<file path="src/rtl/pwm_pkg.sv">
// pwm_pkg
// Definitions shared by the duty-cycle ramp sequencer and the PWM generator it
// feeds: default data widths and the sequencer state encoding.
package pwm_pkg;

  // Default widths, kept identical to the generator's so that wave_length and
  // high_time connect without resizing.
  localparam int PWM_WIDTH     = 16;
  localparam int PWM_DIV_WIDTH = 8;

  // Sequencer states.
  typedef enum logic [1:0] {
    ST_IDLE = 2'd0,
    ST_ARM  = 2'd1,
    ST_RAMP = 2'd2
  } ramp_state_e;

endpackage

</file>
<file path="src/rtl/pwm_ramp_step.sv">
// pwm_ramp_step
// Combinational saturating step: moves cur_i toward target_i by at most step_i
// and never past target_i. A step of 0 jumps straight to the target.
// Ports:
//   cur_i    current high_time
//   target_i final high_time
//   step_i   maximum change per step (0 = jump)
//   next_o   high_time after this step
//   hit_o    next_o equals target_i
module pwm_ramp_step
  import pwm_pkg::*;
#(
  parameter int WIDTH = PWM_WIDTH
) (
  input  logic [WIDTH-1:0] cur_i,
  input  logic [WIDTH-1:0] target_i,
  input  logic [WIDTH-1:0] step_i,
  output logic [WIDTH-1:0] next_o,
  output logic             hit_o
);

  // diff is target - cur in WIDTH+1 bits; its top bit is the sign, so the
  // magnitude always fits and the compare against step cannot wrap.
  logic [WIDTH:0] diff;
  logic           diff_neg;
  logic [WIDTH:0] diff_mag;

  always_comb begin
    diff     = {1'b0, target_i} - {1'b0, cur_i};
    diff_neg = diff[WIDTH];
    diff_mag = diff_neg ? (~diff + {{WIDTH{1'b0}}, 1'b1}) : diff;
    next_o   = cur_i;
    if (diff == '0) begin
      next_o = cur_i;
    end else if ((step_i == '0) || (diff_mag <= {1'b0, step_i})) begin
      next_o = target_i;
    end else if (diff_neg) begin
      // |diff| > step here, so cur - step stays above target.
      next_o = cur_i - step_i;
    end else begin
      // |diff| > step here, so cur + step stays below target.
      next_o = cur_i + step_i;
    end
    hit_o = (next_o == target_i);
  end

endmodule

</file>
<file path="src/rtl/pwm_ramp.sv">
// pwm_ramp
// Duty-cycle ramp sequencer sitting in front of the PWM generator. Accepts a
// period/target/step/divider command, then walks high_time toward the target
// one saturating step every div+1 PWM periods. Every output change happens in
// the cycle after a rising edge of the generator's last_cycle.
// Ports:
//   clk, rst                  clock, asynchronous active-high reset
//   cmd_valid / cmd_ready     command handshake
//   cmd_period, cmd_target,
//   cmd_step, cmd_div         command payload
//   last_cycle                period-boundary indication from the generator
//   wave_length, high_time    registered settings for the generator
//   busy                      in ARM or RAMP
//   done                      one-cycle pulse with the final high_time
//   dbg_state                 current state (pwm_pkg::ramp_state_e encoding)
//
// Handshake: a command transfers on a rising clk edge where cmd_valid and
// cmd_ready are both high. cmd_ready is high only in IDLE, depends on state
// alone (never on cmd_valid), and drops in the cycle after a transfer; the
// payload is sampled only on that edge and need not be held afterwards.
module pwm_ramp
  import pwm_pkg::*;
#(
  parameter int WIDTH     = PWM_WIDTH,
  parameter int DIV_WIDTH = PWM_DIV_WIDTH
) (
  input  logic                 clk,
  input  logic                 rst,
  input  logic                 cmd_valid,
  output logic                 cmd_ready,
  input  logic [WIDTH-1:0]     cmd_period,
  input  logic [WIDTH-1:0]     cmd_target,
  input  logic [WIDTH-1:0]     cmd_step,
  input  logic [DIV_WIDTH-1:0] cmd_div,
  input  logic                 last_cycle,
  output logic [WIDTH-1:0]     wave_length,
  output logic [WIDTH-1:0]     high_time,
  output logic                 busy,
  output logic                 done,
  output logic [1:0]           dbg_state
);

  ramp_state_e          state_q;
  logic                 last_cycle_q;
  logic [WIDTH-1:0]     period_q;
  logic [WIDTH-1:0]     target_q;
  logic [WIDTH-1:0]     step_q;
  logic [DIV_WIDTH-1:0] div_q;
  logic [DIV_WIDTH-1:0] div_cnt_q;
  logic [WIDTH-1:0]     wave_length_q;
  logic [WIDTH-1:0]     high_time_q;
  logic                 done_q;

  logic                 bnd;
  logic [WIDTH-1:0]     high_time_d;
  logic                 step_hit;

  // A level held high counts once: only the low-to-high transition is a boundary.
  assign bnd = last_cycle & ~last_cycle_q;

  pwm_ramp_step #(
    .WIDTH (WIDTH)
  ) u_step (
    .cur_i    (high_time_q),
    .target_i (target_q),
    .step_i   (step_q),
    .next_o   (high_time_d),
    .hit_o    (step_hit)
  );

  always_ff @(posedge clk or posedge rst) begin
    if (rst) begin
      state_q       <= ST_IDLE;
      last_cycle_q  <= 1'b0;
      period_q      <= '0;
      target_q      <= '0;
      step_q        <= '0;
      div_q         <= '0;
      div_cnt_q     <= '0;
      wave_length_q <= '1;
      high_time_q   <= '0;
      done_q        <= 1'b0;
    end else begin
      last_cycle_q <= last_cycle;
      done_q       <= 1'b0;
      case (state_q)
        ST_IDLE: begin
          // Any boundary seen here, including one on the acceptance edge,
          // is deliberately ignored; ARM waits for the next one.
          if (cmd_valid) begin
            period_q <= cmd_period;
            target_q <= cmd_target;
            step_q   <= cmd_step;
            div_q    <= cmd_div;
            state_q  <= ST_ARM;
          end
        end
        ST_ARM: begin
          if (bnd) begin
            wave_length_q <= period_q;
            high_time_q   <= high_time_d;
            div_cnt_q     <= div_q;
            if (step_hit) begin
              done_q  <= 1'b1;
              state_q <= ST_IDLE;
            end else begin
              state_q <= ST_RAMP;
            end
          end
        end
        ST_RAMP: begin
          if (bnd) begin
            if (div_cnt_q != '0) begin
              div_cnt_q <= div_cnt_q - DIV_WIDTH'(1);
            end else begin
              high_time_q <= high_time_d;
              div_cnt_q   <= div_q;
              if (step_hit) begin
                done_q  <= 1'b1;
                state_q <= ST_IDLE;
              end
            end
          end
        end
        default: state_q <= ST_IDLE;
      endcase
    end
  end

  assign cmd_ready   = (state_q == ST_IDLE);
  assign busy        = (state_q == ST_ARM) || (state_q == ST_RAMP);
  assign wave_length = wave_length_q;
  assign high_time   = high_time_q;
  assign done        = done_q;
  assign dbg_state   = state_q;

endmodule

</file>
<file path="config.mk">
export PLATFORM = sky130hd
export DESIGN_NAME = pwm_ramp
export DESIGN_NICKNAME = d
export VERILOG_FILES = /design/src/rtl/pwm_pkg.sv /design/src/rtl/pwm_ramp_step.sv /design/src/rtl/pwm_ramp.sv
export SDC_FILE = /design/constraint.sdc
export NUM_CORES = 1
export LEC_CHECK = 0
export CAP_MARGIN = 15
export CORE_MARGIN = 4
export CORE_UTILIZATION = 50
export CTS_CLUSTER_DIAMETER = 30
export DETAILED_ROUTE_END_ITERATION = 7
export PLACE_DENSITY = 0.81
export SLEW_MARGIN = 20
export SYNTH_ARGS = -nofsm -noshare
export SYNTH_HDL_FRONTEND = slang
export SYNTH_SLANG_ARGS = --single-unit
</file>
<file path="constraint.sdc">
create_clock -name clk -period 7.8 [get_ports clk]
set_input_delay 2.34 -clock clk [delete_from_list [all_inputs] [get_ports clk]]
set_output_delay 2.34 -clock clk [all_outputs]
set_load 0.005 [all_outputs]
</file>
==> out/qor.yml, run 1 <==
hold_viol_final: 0
cts_tree: "yes"
cts_hold_buf: 0
rsz0062_at_grt: "false"
viasPerCell: 5.95
synth-async-reset-ratio_pct: 100
synth.distinct_cells: 71
drv_cap: 0
maxSlewViolCount: 0
tightest_slew_ns: 0.871
die_x_um: 132
avgSynthCellArea_um2: 9.27
dr.pass1.iters: 5
status: "finished, final reports clean"
synth_nets: 941
finalCritPeriodShare_pct: 87.8
yosysTopAreaCellShare_pct: 27.5
finalSetupViolations: 0
fin_skew_ns: 0.00938
io-pin-count: 97
dieArea_um2: 17300
netlist.top_cell.by_area: "dfrtp_1"
cp-start-kind: "register"
core_um2: 14800
worstSetupEndpointType: "register"
clk_path_buf_depth: 2
fin_area_um2: 9080
layout-drive-gt1-share_pct: 14.1
numCtsBuffers: 9
overflow: 0
nets: 1024
cp_data_required_time_ns: 8.09
fin_crit_ns: 6.85
hp-class: "reg -> reg"
wire_per_inst_um: 18.1
clock_sink_count: 100
num_vias: 6522
die_h_um: 132
grt_pass1_wl_um: 32300
first_global_vias: 6461
grt_max_degree: 73
ys_ff_latch: 100
gp_congestion: 0.928
track_usage_pct: 22.8
syn_area_um2: 7650
synth_edf_count: 0
num_rows: 44
dpl_cell_area_um2: 8780
cts-root-buf: "clkbuf_16"
path_class: "reg -> reg"
dpl.hpwl_um: 15100
worstSkewPairLatency_ns: 0.36
syn2layout_area_growth_pct: 18.7
arrival_ns: 7.14
drc: 0
ant_nets: 0
path_clk_slew_ns: 0.08
routed_wl_um: 19800
postSynthCellCount: 825
portBuffers: 96
yosysWarnings: 0
cts_resized: 0
h-tree-depth: 3
cts_setup_buffers: 0
drtIter0Drc: 659
synthTopCellsByArea: "dfrtp_1 27%, mux2_2 11%, ha_1 8.8%"
antenna_found_initial: 0
critical_path.max_fanout: 18
start_util_pct: 51.9
fmax_mhz: 146
ys.flop_type: "dfrtp_1"
antenna_cells: 0
max-slew-margin-rel_pct: 41.9
ys_seq_area_share_pct: 33.0
setup_tns_ns: 0
==> cell usage after synthesis (all sizes together) (8+ instances only) <==
cell type / number
ha: 54
o211ai: 8
mux2: 73
xnor2: 53
nand4: 17
a211oi: 11
xor2: 17
a21oi: 44
dfrtp: 84
nand2b: 15
dfstp: 16
clkbuf: 23
nor3: 15
mux2i: 14
nand2: 53
nor2: 61
o21ai: 61
nor4: 8
nand3: 10
inv: 50
a21o: 19
==> worst max-delay path, stage by stage (launching register included) <==
cell and delay (ns):
dfrtp_1 0.42, inv_1 0.07, ha_1 0.39, a2111oi_1 0.60, a21oi_1 0.31, o2111ai_1 0.28, and2_1 0.56, nor2_1 0.12
xnor2_1 0.27, ha_1 0.33, xnor2_1 0.28, xnor2_1 0.18, nand4_1 0.17, or4_1 0.52, nor4b_2 0.23, o2111ai_1 0.13
or4_1 0.56, or4_1 0.52, a31o_1 0.23, a2111oi_0 0.43, a311o_1 0.18
==> path summary, 6_finish.rpt <==
check / start / end / slack (ns) / cells past startpoint
max reg2reg: high_time[7] / dbg_state[0] / 0.95 / 20
min in group asynchronous: rst / period_q[11] / 2.31 / 2
max in group asynchronous: rst / high_time[14] / 4.28 / 3
min: period_q[4] / period_q[4] / 0.50 / 1
max: high_time[7] / dbg_state[0] / 0.95 / 20
min reg2reg: period_q[4] / period_q[4] / 0.50 / 1
==> area by class of cell <==
type	instances	area [um2]
timing repair buffer	101	998
multi-input combinational	646	4830
sequential	100	2520
fill	1249	5670
clock buffer	9	225
tap	184	230
clock inverter	7	80.1
inverter	50	190
==> registers in the layout, summed over array words and instances (netlist names) <==
signal        cells
dbg_state         2
last_cycle_q      1
period_q         16
wave_length      16
high_time        16
div_q             8
target_q         16
step_q           16
done              1
div_cnt_q         8
==> cells by family after synthesis <==
logic type	count (synthesis)	share of synthesized area [%]
AOI/OAI and AO/OA	206	17.6
xor gates and xnor gates	72	8.62
adders and majority gates	56	9.35
buffers and inverters	79	4.06
DFF	100	33.0
muxes	87	12.6
and+or+nand+nor	225	14.8
==> cell usage in the layout (no fill, tap or decap), types with 16 or more instances in the layout <==
cell and count:
a21o_1 19, xnor2_1 53, xor2_1 17, mux2_2 73, nand2_1 52, clkdlybuf4s50_1 96, inv_1 49, nor2_1 61
a21oi_1 44, ha_1 54, dfstp_2 16, nand4_1 17, dfrtp_1 84, o21ai_0 50
==> through the flow <==
step                worst slack, ns  hold slack, ns  std cells  utilization (%)
detailed placement             1.05           0.489       1081             59.5
CTS                            1.02           0.508       1097             61.6
global route                  0.521           0.527       1097             61.6
floorplan                      1.79           0.470        825                -
global placement               1.28           0.484       1081             59.5
finish                        0.955           0.504       1097             61.6
==> per-layer routing <==
layer  global-route usage, %  vias up  wire (um)
li1                        -     3155          -
met1                    28.7     3102       8430
met2                    39.3      238       9640
met3                    5.08       27       1370
met4                    6.53        0        405
met5                       0        -          0
Power of run 1 is not shown: default switching activity piles up to over one toggle a cycle in this logic, so the estimate is an artifact.
==> run 2: changes to the inputs <==
- RECOVER_POWER: unset -> 100
- REMOVE_ABC_BUFFERS: unset -> 1
==> run 2 against run 1 <==
  * The flow now finishes with violations (max-capacitance violations, max-slew violations)
  * Die area stayed put
  * Count of clock-buffer cells in the layout is 1 higher
  * Critical path type unchanged
  * Routed wire length is 2.6% lower
  * Maximum frequency is 2.1% lower
  * Largest cell class unchanged
  * Final cell count stayed put
  * Cell area is 0.54% lower
  * Non-clock buffer count stayed put
  * First-iteration DRC count is 18% lower
==> out/qor.yml, run 2 (synthesized netlist as in run 1, its figures left out) <==
min_from: "period_q[5]"  # was period_q[4]
layout-drive-gt1-share_pct: 13.5  # was 14.1%
first_global_vias: 6518  # was 6461
ant_nets: 0  # unchanged
crit_start: "target_q[0]"  # was high_time[7]
final_common_cell: "dfrtp_1"  # was clkdlybuf4s50_1
routed_wl_um: 19300  # was 19800 um
antenna_found_initial: 0  # unchanged
arrival_ns: 7.23  # was 7.14 ns
drv_cap: 4  # was 0
path_class: "reg -> reg"  # unchanged
portBuffers: 96  # unchanged
cts-root-buf: "clkbuf_16"  # unchanged
crit_slowest_cell: "or4_1"  # was a2111oi_1
dieArea_um2: 17300  # unchanged
fin_skew_ns: 0.00733  # was 0.00938 ns
cp-start-kind: "register"  # unchanged
drtIter0Drc: 541  # was 659
grt_max_degree: 62  # was 73
rsz0062_at_grt: "false"  # unchanged
die_x_um: 132  # unchanged
syn2layout_area_growth_pct: 18.1  # was 18.7%
layout_common_cells: "84 x dfrtp_1, 73 x mux2_2, 61 x nor2_1, 56 x clkdlybuf4s50_1, 54 x ha_1"  # was 96 x clkdlybuf4s50_1, 84 x dfrtp_1, 73 x mux2_2, 61 x nor2_1, 54 x ha_1
clock_sink_count: 100  # unchanged
num_vias: 6515  # was 6522
r2r-end: "dbg_state[0]"  # unchanged
gp_congestion: 0.954  # was 0.928
fmax_mhz: 143  # was 146 MHz
hold_end: "period_q[5]"  # was period_q[4]
worstSkewPairLatency_ns: 0.36  # about the same
cts_hold_buf: 0  # unchanged
r2r_start: "target_q[0]"  # was high_time[7]
wire_per_inst_um: 17.6  # was 18.1 um
numCtsBuffers: 9  # unchanged
drt-met1-wl_um: 8380  # was 8430 um
worst_path_most_repeated_cell: "or4_1"
cp_data_required_time_ns: 8.04  # was 8.09 ns
maxSlewViolCount: 157  # was 0
num_rows: 44  # unchanged
hold_viol_final: 0  # unchanged
r2r_cells: 22  # was 20
cts_tree: "yes"  # unchanged
violations: "max-capacitance violations, max-slew violations"
critical_path.max_fanout: 18  # unchanged
crit_family: "simple AND/OR/NAND/NOR gates"  # unchanged
start_util_pct: 51.9  # unchanged
viasPerCell: 5.94  # was 5.95
max-slew-margin-rel_pct: -112  # was 41.9%
dpl.hpwl_um: 15100  # about the same
dr.pass1.iters: 5  # unchanged
nets: 1024  # unchanged
crit_buf_inv: 1  # unchanged
hp-class: "reg -> reg"  # unchanged
setup_tns_ns: 0  # unchanged
overflow: 0  # unchanged
dr.max_layer_used: "met4"  # unchanged
path_clk_slew_ns: 0.07  # was 0.08 ns
finalSetupViolations: 0  # unchanged
drc: 0  # unchanged
h-tree-depth: 3  # unchanged
io-pin-count: 97  # unchanged
die_h_um: 132  # unchanged
antenna_cells: 0  # unchanged
met3_wirelength_um: 1220  # was 1370 um
clk_path_buf_depth: 2  # unchanged
worstPathCellList: "inv_1 > ha_1 > fa_1 > nand2b_1 > a21o_1 > a21oi_1 > o2111ai_1 > and2_0 > a41oi_1 > xnor2_1 > ha_1 > and3b_1 > a211oi_1 > a21oi_1 > or4_1 > nor4b_1 > o2111ai_1 > or4_1 > or4_1 > a31o_1 > a21o_1 > a311o_1"  # was inv_1 > ha_1 > a2111oi_1 > a21oi_1 > o2111ai_1 > and2_1 > nor2_1 > xnor2_1 > ha_1 > xnor2_1 > xnor2_1 > nand4_1 > or4_1 > nor4b_2 > o2111ai_1 > or4_1 > or4_1 > a31o_1 > a2111oi_0 > a311o_1
hold_depth: 1  # unchanged
worstSetupEndpointType: "register"  # unchanged
dr_wl_met2_um: 9090  # was 9640 um
status: "finished with violations"  # was finished, final reports clean
tightest_slew_ns: 3.18  # was 0.871 ns
cts_setup_buffers: 0  # unchanged
core_um2: 14800  # unchanged
track_usage_pct: 22.4  # was 22.8%
cts_resized: 0  # unchanged
rrSetupSlack_ns: 0.81  # was 0.95 ns
fin_crit_ns: 6.99  # was 6.85 ns
grt_pass1_wl_um: 32000  # was 32300 um
finalCritPeriodShare_pct: 89.6  # was 87.8%
critPathMaxStageDelay_ns: 0.56  # was 0.60 ns
[run 2: worst reg2reg max path, cell delays in order, from the launching register on]
cell	delay (ns)
dfrtp_1	0.44
inv_1	0.07
ha_1	0.21
fa_1	0.40
nand2b_1	0.21
a21o_1	0.22
a21oi_1	0.42
o2111ai_1	0.21
and2_0	0.48
a41oi_1	0.37
xnor2_1	0.13
ha_1	0.50
and3b_1	0.22
a211oi_1	0.21
a21oi_1	0.06
or4_1	0.53
nor4b_1	0.25
o2111ai_1	0.15
or4_1	0.56
or4_1	0.52
a31o_1	0.22
a21o_1	0.16
a311o_1	0.33
[run 2: worst max-delay path by stage]
stage,end,depth (start not counted)
final,dbg_state[0],22
after global placement,dbg_state[0],22
after floorplan,dbg_state[0],21
after CTS,dbg_state[0],22
after global routing,step_q[8],3
after detailed placement,dbg_state[0],22
[run 2: per-stage QoR]
step                std cells  instance area [um2]  util [%]  setup slack [ns]  hold WS, ns
floorplan                 796                 7530         -              1.77        0.470
global placement         1081                 8780      59.5              1.29        0.481
detailed placement       1081                 8780      59.5              1.12        0.490
CTS                      1097                 9070      61.5              1.09        0.508
global route             1097                 9030      61.2             0.362        0.529
finish                   1097                 9030      61.2             0.810        0.502
[run 2: area by class of cell]
cell class / count / area [um2]
clock buffer: 10 / 239
clock inverter: 6 / 52.6
fill: 1253 / 5720
inverter: 50 / 189
multi-input combinational: 646 / 4810
sequential: 100 / 2520
tap: 184 / 230
timing repair buffer: 101 / 987
[run 2: metal layers]
layer	vias to the layer above	GRT usage, %
met4	0	9.86
met3	43	4.36
met1	3131	28.6
li1	3160	-
met5	-	0
met2	181	37.0
Power of run 2 is left out for the same reason.
